File: config.mk
export PLATFORM = sky130hd
export DESIGN_NAME = sync_down
export DESIGN_NICKNAME = d
export VERILOG_FILES = /design/src/rtl/sync_ctr_pkg.sv /design/src/rtl/dff_arl.sv /design/src/rtl/sync_down.sv
export SDC_FILE = /design/constraint.sdc
export NUM_CORES = 1
export LEC_CHECK = 0
export BUFFER_PORTS_ARGS = -buffer_cell sky130_fd_sc_hd__buf_2
export CAP_MARGIN = 20
export CORE_AREA = 2 2 39 41
export CTS_CLUSTER_SIZE = 30
export DETAILED_ROUTE_END_ITERATION = 12
export DIE_AREA = 0 0 41 43
export SKIP_LAST_GASP = 1
export SYNTH_ARGS = -nofsm -noshare
export SYNTH_HDL_FRONTEND = slang
export SYNTH_SLANG_ARGS = --single-unit
File: constraint.sdc
create_clock -name clk -period 1.6 [get_ports clk]
set_clock_uncertainty 0.05 [all_clocks]
set_input_delay 0.08 -clock clk [delete_from_list [all_inputs] [get_ports clk]]
set_output_delay 0.08 -clock clk [all_outputs]
set_load 0.005 [all_outputs]
File: src/rtl/sync_ctr_pkg.sv
// Shared constants and state type for the lab's synchronous counters.
// The state type is used only when SYNC_DOWN_ONESHOT_EN is defined.
package sync_ctr_pkg;

    localparam int DEF_WIDTH = 4;
    localparam int DEF_MOD   = 16;

    typedef enum logic {
        COUNT = 1'b0,
        HALT  = 1'b1
    } state_t;

endpackage

File: src/rtl/dff_arl.sv
// Single-bit D flip-flop with async active-low clear to a selectable
// preset value; provides true and complement outputs.
module dff_arl #(
    parameter logic PRE = 1'b0
) (
    input  logic clk,
    input  logic rst,
    input  logic d,
    output logic q,
    output logic qb
);

    always_ff @(posedge clk or negedge rst) begin
        if (!rst) q <= PRE;
        else      q <= d;
    end

    assign qb = ~q;

endmodule

File: src/rtl/sync_down.sv
// Modulo-MOD synchronous down counter with load, enable, tc and wrap.
// Define SYNC_DOWN_ONESHOT_EN to halt at zero instead of wrapping.
module sync_down
    import sync_ctr_pkg::*;
#(
    parameter int WIDTH = DEF_WIDTH,
    parameter int MOD   = DEF_MOD
) (
    input  logic             clk,
    input  logic             rst,
    input  logic             en,
    input  logic             load,
    input  logic [WIDTH-1:0] d,
    output logic [WIDTH-1:0] q,
    output logic             tc,
    output logic             wrap
);

    localparam logic [WIDTH-1:0] TOP  = WIDTH'(MOD - 1);
    localparam logic [WIDTH:0]   MODW = (WIDTH + 1)'(MOD);

    logic [WIDTH-1:0] qn;
    logic [WIDTH-1:0] nq;
    logic             nwrap;
    logic             zero;
    logic             wrap_unused;
    logic [WIDTH-1:0] ld_val;

    assign zero   = &qn;
    assign ld_val = ({1'b0, d} >= MODW) ? TOP : d;

    // Reset value MOD-1 comes from per-bit preset selection.
    for (genvar i = 0; i < WIDTH; i++) begin : g_bit
        dff_arl #(.PRE(TOP[i])) u_bit (
            .clk (clk),
            .rst (rst),
            .d   (nq[i]),
            .q   (q[i]),
            .qb  (qn[i])
        );
    end

    dff_arl #(.PRE(1'b0)) u_wrap (
        .clk (clk),
        .rst (rst),
        .d   (nwrap),
        .q   (wrap),
        .qb  (wrap_unused)
    );

`ifdef SYNC_DOWN_ONESHOT_EN
    state_t state;
    state_t nstate;

    always_ff @(posedge clk or negedge rst) begin
        if (!rst) state <= COUNT;
        else      state <= nstate;
    end

    always_comb begin
        nq     = q;
        nwrap  = 1'b0;
        nstate = state;
        if (load) begin
            nq     = ld_val;
            nstate = COUNT;
        end else if (state == COUNT && en) begin
            if (!zero) begin
                nq = q - WIDTH'(1);
            end else begin
                nwrap  = 1'b1;
                nstate = HALT;
            end
        end
    end

    assign tc = en & zero & (state == COUNT);
`else
    always_comb begin
        nq    = q;
        nwrap = 1'b0;
        if (load) begin
            nq = ld_val;
        end else if (en) begin
            if (!zero) begin
                nq = q - WIDTH'(1);
            end else begin
                nq    = TOP;
                nwrap = 1'b1;
            end
        end
    end

    assign tc = en & zero;
`endif

endmodule

# --- Word-level counts from Yosys, hierarchy flattened ---
# Index checks and enable logic that the tools add are counted.
totals:
  romBits: 0
  output_inout_bits: 6
  ram_bits: 0
  input_bits: 8
  word_cells: 19
  latchBits: 0
  ff_bits: 5
  n_memories: 0
classes:
  n_bitwise: 5
  order_cmp: 0
  n_addsub: 1
  reduce_logical: 2
  mux: 6
  multipliers: 0
  n_div: 0
  n_eq_ne: 0
  shifts: 0
op_table:
  columns: ["cell", "count"]
  rows:
  - ["two-way mux 4 bit", 3]
  - ["inverter 1 bit", 4]
  - ["AND reduction 4 bit", 1]
  - ["subtractor 4 x 1 -> 4 bit (second input constant)", 1]
  - ["two-way mux 1 bit", 3]
  - ["nonzero test 2 bit", 1]
  - ["AND 1 bit", 1]

# --- Longest topological paths before layout ---
depth:
  word_depth: 5
  ltp_mapped: 5
  mapped_depth_nobuf: 5

# --- Cells and area by module ---
# Synthesis repeated with hierarchy kept, for this count alone.
unflattened:
  cells_unflattened: 32
  hier_area_um2: 312.8
by_module_without_submodules:
  columns: ["mod", "cells_each", "seq_area_each_um2", "area_per_inst_um2", "instances"]
  rows:
  - ["sync_down", 22, 0.0, 163.9, 1]
  - ["dff_arl (g_bit[0].u_bit ...)", 2, 26.3, 30.0, 4]
  - ["dff_arl (u_wrap)", 2, 25.0, 28.8, 1]

# --- Worst setup path before layout ---
# OpenSTA, ideal clock, no wires.
synth_timing:
  path_type: "flip-flop to flip-flop"
  start: "register g_bit[0].u_bit.q"
  end: "register g_bit[1].u_bit.q"
  arrival_ns: 1.226
  setup_time_ns: 0.079
  period_less_slack_ns: 1.355
  path_buffers: 0
  t_required_ns: 1.471
  stages_incl_launch_ff: 5
  path_slack_ns: 0.245
  path_cell_list: "dfstp_2 inv_1 ha_1 mux2_2 o21ai_0"
synth_between:
  elab_chain_len: 5
  elab_cells_between_ends: 6
  cone_classes: "add/sub (1); mux (3); bitwise (1); reduce/logical (1)"
synth_lines:
  columns: ["item", "line_no", "text"]
  rows:
  - ["start, declared", "dff_arl.sv:9", "output logic q,"]
  - ["start signal, assigned", "dff_arl.sv:14", "if (!rst) q <= PRE;"]
  - ["start signal, assigned", "dff_arl.sv:15", "else q <= d;"]
  - ["branches (longest 2 deep; another with subtractor 4 x 1 -> 4 bit)", null, null]
  - ["two-way mux 4 bit (*)", "sync_down.sv:85", "if (!zero) begin"]
  - ["two-way mux 4 bit (*)", "sync_down.sv:84", "end else if (en) begin"]
  - ["two-way mux 4 bit (*)", "sync_down.sv:82", "if (load) begin"]
  - ["end signal, assigned", "dff_arl.sv:14", null]
  - ["end signal, assigned", "dff_arl.sv:15", null]
  - ["end, declared", "dff_arl.sv:9", null]
# Mark *: on every way between the ends. The select of a mux whose other input is x is not followed.
# A chain may end at the register's enable or synchronous reset.

# --- Worst setup path in the final report ---
layout_timing:
  start: "register g_bit[0].u_bit.q"
  end: "output port tc"
layout_between:
  elab_chain_len: 3
layout_lines:
  columns: ["item", "line_no", "text"]
  rows:
  - ["inverter 1 bit", "dff_arl.sv:18", "assign qb = ~q;"]
  - ["AND reduction 4 bit", "sync_down.sv:29", "assign zero = &qn;"]
  - ["AND 1 bit", "sync_down.sv:94", "assign tc = en & zero;"]
  - ["end, declared", "sync_down.sv:15", "output logic tc,"]
# Every way passes these cells.

==> flow_summary_export.csv <==
group,metric,value,unit
timing,rsz0062_at_grt,"false",
hold_path,hold_class,"input port to flop",
detailed_routing,antenna_left,0,
clock_tree,h-tree-depth,1,
worst_setup_path,critPathArrivalTime,1.39,ns
global_routing,grt_usage,0.0897,
cells_and_area,mostFrequentLayoutCell,"buf_2",
power,netSwitchingPower,0.106,mW
synthesis,netlist-cell-type-count,18,
power,seqPwrFrac,0.406,
power,ir_worst_vdd,0.384,mV
detailed_routing,wl_met2,263,um
floorplan,die-area,1760,um^2
timing,slew_headroom,0.887,
synthesis,syn_nets,40,
detailed_routing,wirelength_met1,267,um
detailed_routing,routed.top_layer,"met3",
floorplan,coreArea,1380,um^2
worst_setup_path,required,1.47,ns
clock_tree,cts_sinks,5,
synthesis,syn_area,312,um^2
cells_and_area,drive_gt1_frac,0.521,
cells_and_area,diodes,0,
worst_setup_path,critPathKind,"flop to primary output",
detailed_routing,postRouteWirelength,592,um
cells_and_area,final_cell_mix,"13 x buf_2, 5 x nand2_1, 4 x dfstp_2, 4 x dlygate4sd3_1",
power,power_frac_comb,0.236,
power,swShare,0.260,
clock_tree,cts_buffers,3,
clock_tree,insertion_delay,0.24,ns
global_routing,antenna_found_initial,0,
clock_tree,cts_tree,"done",
global_routing,grt_max_degree,10,
floorplan,die_height,43,um
flow_run,drv_cap,0,
detailed_routing,drt_iter0_drc,6,
synthesis,seq_area_frac_synth,0.418,
cells_and_area,stdcell_count,64,
power,cellPowerDensity,933,nW/um^2
timing,period_minus_slack,1.52,ns
global_routing,grt_first_pass_wirelength,959,um
worst_setup_path,crit_path_end_kind,"primary output",
timing,final_hold_viol_count,0,
cells_and_area,n_fill_cell,139,
placed_design,dp_hpwl,430,um
power,p_int,0.302,mW
placed_design,place_congestion,0.810,
power,clock_power_share,0.358,
floorplan,ios,14,
synthesis,synthCells,31,
global_routing,grt_overflow,0,
timing,worst_pin_slew,0.168,ns
timing,timing.fmax,0.656,GHz
clock_tree,cts_resized,0,
detailed_routing,route.met3.wl,61,um
power,p_leak,0.220,nW
timing,period_share,0.952,
timing,drv_slew,0,
placed_design,portBuffers,13,
clock_tree,clk_pin_slew,0.04,ns
hold_path,hold_depth,3,
detailed_routing,drt_first_pass_iters,4,
worst_setup_path,crit_path_start_kind,"flop",
detailed_routing,wl_per_cell,9.25,um
clock_tree,clk_path_buf_depth,2,
synthesis,avgSynthCellArea,10.0,um^2
outcome,status,"complete, no violations",
floorplan,dieWidth,41,um
floorplan,initial_core_util,0.225,
synthesis,yosys_warnings,0,
cells_and_area,layout.nets,58,
timing,tns,0,ns
worst_setup_path,reg2reg_depth,4,
power,p_total,0.407,mW
worst_setup_path,cp_max_fo,4,
detailed_routing,vias_per_cell,3.95,
timing,finalSetupViolCount,0,
detailed_routing,num_vias,253,
global_routing,first_global_vias,261,
detailed_routing,drc_errors,0,
clock_tree,clock-root-buffer,"clkbuf_4",
synthesis,ys_seq_elements,5,
cells_and_area,area_growth_syn_to_layout,40.2,%
floorplan,rows,14,
placed_design,post-place-cells,55,
-- stage by stage --
stage / utilization / setup slack (ns) / area [um^2] / hold slack (ns)
finish: 0.316 / 0.0767 / 437 / 0.00773
global route: 0.316 / 0.00545 / 437 / 0.00577
CTS: 0.310 / 0.0437 / 429 / 0.000805
detailed placement: 0.262 / 0.190 / 363 / -0.144
global placement: 0.262 / 0.216 / 363 / -0.150
floorplan: - / 0.245 / 312 / -0.266
-- timing repair --
item,CTS,global route
hold buffers,4,0
hold endpoints to repair,8,0
setup endpoints to repair,0,1
buffers inserted,0,1
-- worst max-delay path, cell delays in order (launching register included) --
cell	delay [ns]
dfstp_2	0.55
inv_1	0.05
ha_1	0.21
and3b_2	0.21
buf_2	0.12
-- state kept, by name, indices dropped and copies added (netlist names) --
name           flops
g_bit.u_bit.q      4
u_wrap.q           1
-- final cells by class --
class / instances / area, um^2 / area share
inverters: 2 / 7.51 / 0.0172
repair buffers: 18 / 113 / 0.258
well taps: 16 / 20.0 / 0.0458
clock buffers: 4 / 26.3 / 0.0602
flip-flops and latches: 5 / 130 / 0.298
multi-input cells: 19 / 140 / 0.321
-- path summary, 6_finish.rpt --
check                                                to  slack [ns]                    startpoint
max                                                  tc        0.08  g_bit[0].u_bit.q$_DFFE_PN1P_
min                        g_bit[2].u_bit.q$_DFFE_PN1P_       0.008                          d[2]
max reg2reg                g_bit[1].u_bit.q$_DFFE_PN1P_        0.19  g_bit[0].u_bit.q$_DFFE_PN1P_
min reg2reg                g_bit[3].u_bit.q$_DFFE_PN1P_        0.55  g_bit[3].u_bit.q$_DFFE_PN1P_
max in group asynchronous  g_bit[2].u_bit.q$_DFFE_PN1P_        1.14                           rst
min in group asynchronous            u_wrap.q$_DFF_PN0_        0.14                           rst
-- metal layers --
layer | GRT usage | vias to the layer above
met2 | 0.125 | 12
met1 | 0.0814 | 107
met5 | 0 | -
met3 | 0.0942 | 0
li1 | - | 134
met4 | 0.0400 | 0
-- power by group through the flow --
| stage | Clock [mW] | Combinational (mW) | Sequential (mW) |
|---|---|---|---|
| finish | 0.146 | 0.0962 | 0.165 |
| global route | 0.168 | 0.106 | 0.169 |
| CTS | 0.157 | 0.0921 | 0.166 |
| detailed placement | 0 | 0.0843 | 0.168 |
| global placement | 0 | 0.0822 | 0.167 |
| floorplan | 0 | 0.0696 | 0.165 |
-- logic make-up after synthesis --
| family | after synthesis | share of synthesized area |
|---|---|---|
| buffers and inverters | 7 | 0.133 |
| DFF | 5 | 0.418 |
| adders and majority gates | 1 | 0.0402 |
| xor gates and xnor gates | 2 | 0.0562 |
| muxes | 1 | 0.0361 |
| and+or+nand+nor | 9 | 0.189 |
| AOI/OAI and AO/OA | 6 | 0.128 |
-- synthesized netlist by cell type, drive strengths merged --
cell type,n,area [um^2]
mux2,1,11.3
xnor2,1,8.76
buf,4,30.0
ha,1,12.5
o31ai,1,12.5
o21bai,1,7.51
dfrtp,1,25.0
o21ai,3,15.0
nor2b,1,13.8
and4,1,8.76
xor2,1,8.76
a21oi,1,5.00
and2b,1,7.51
and3b,1,10.0
inv,2,7.51
clkbuf,1,3.75
nand2,5,18.8
dfstp,4,105
Power figures use the tool's default switching activity.
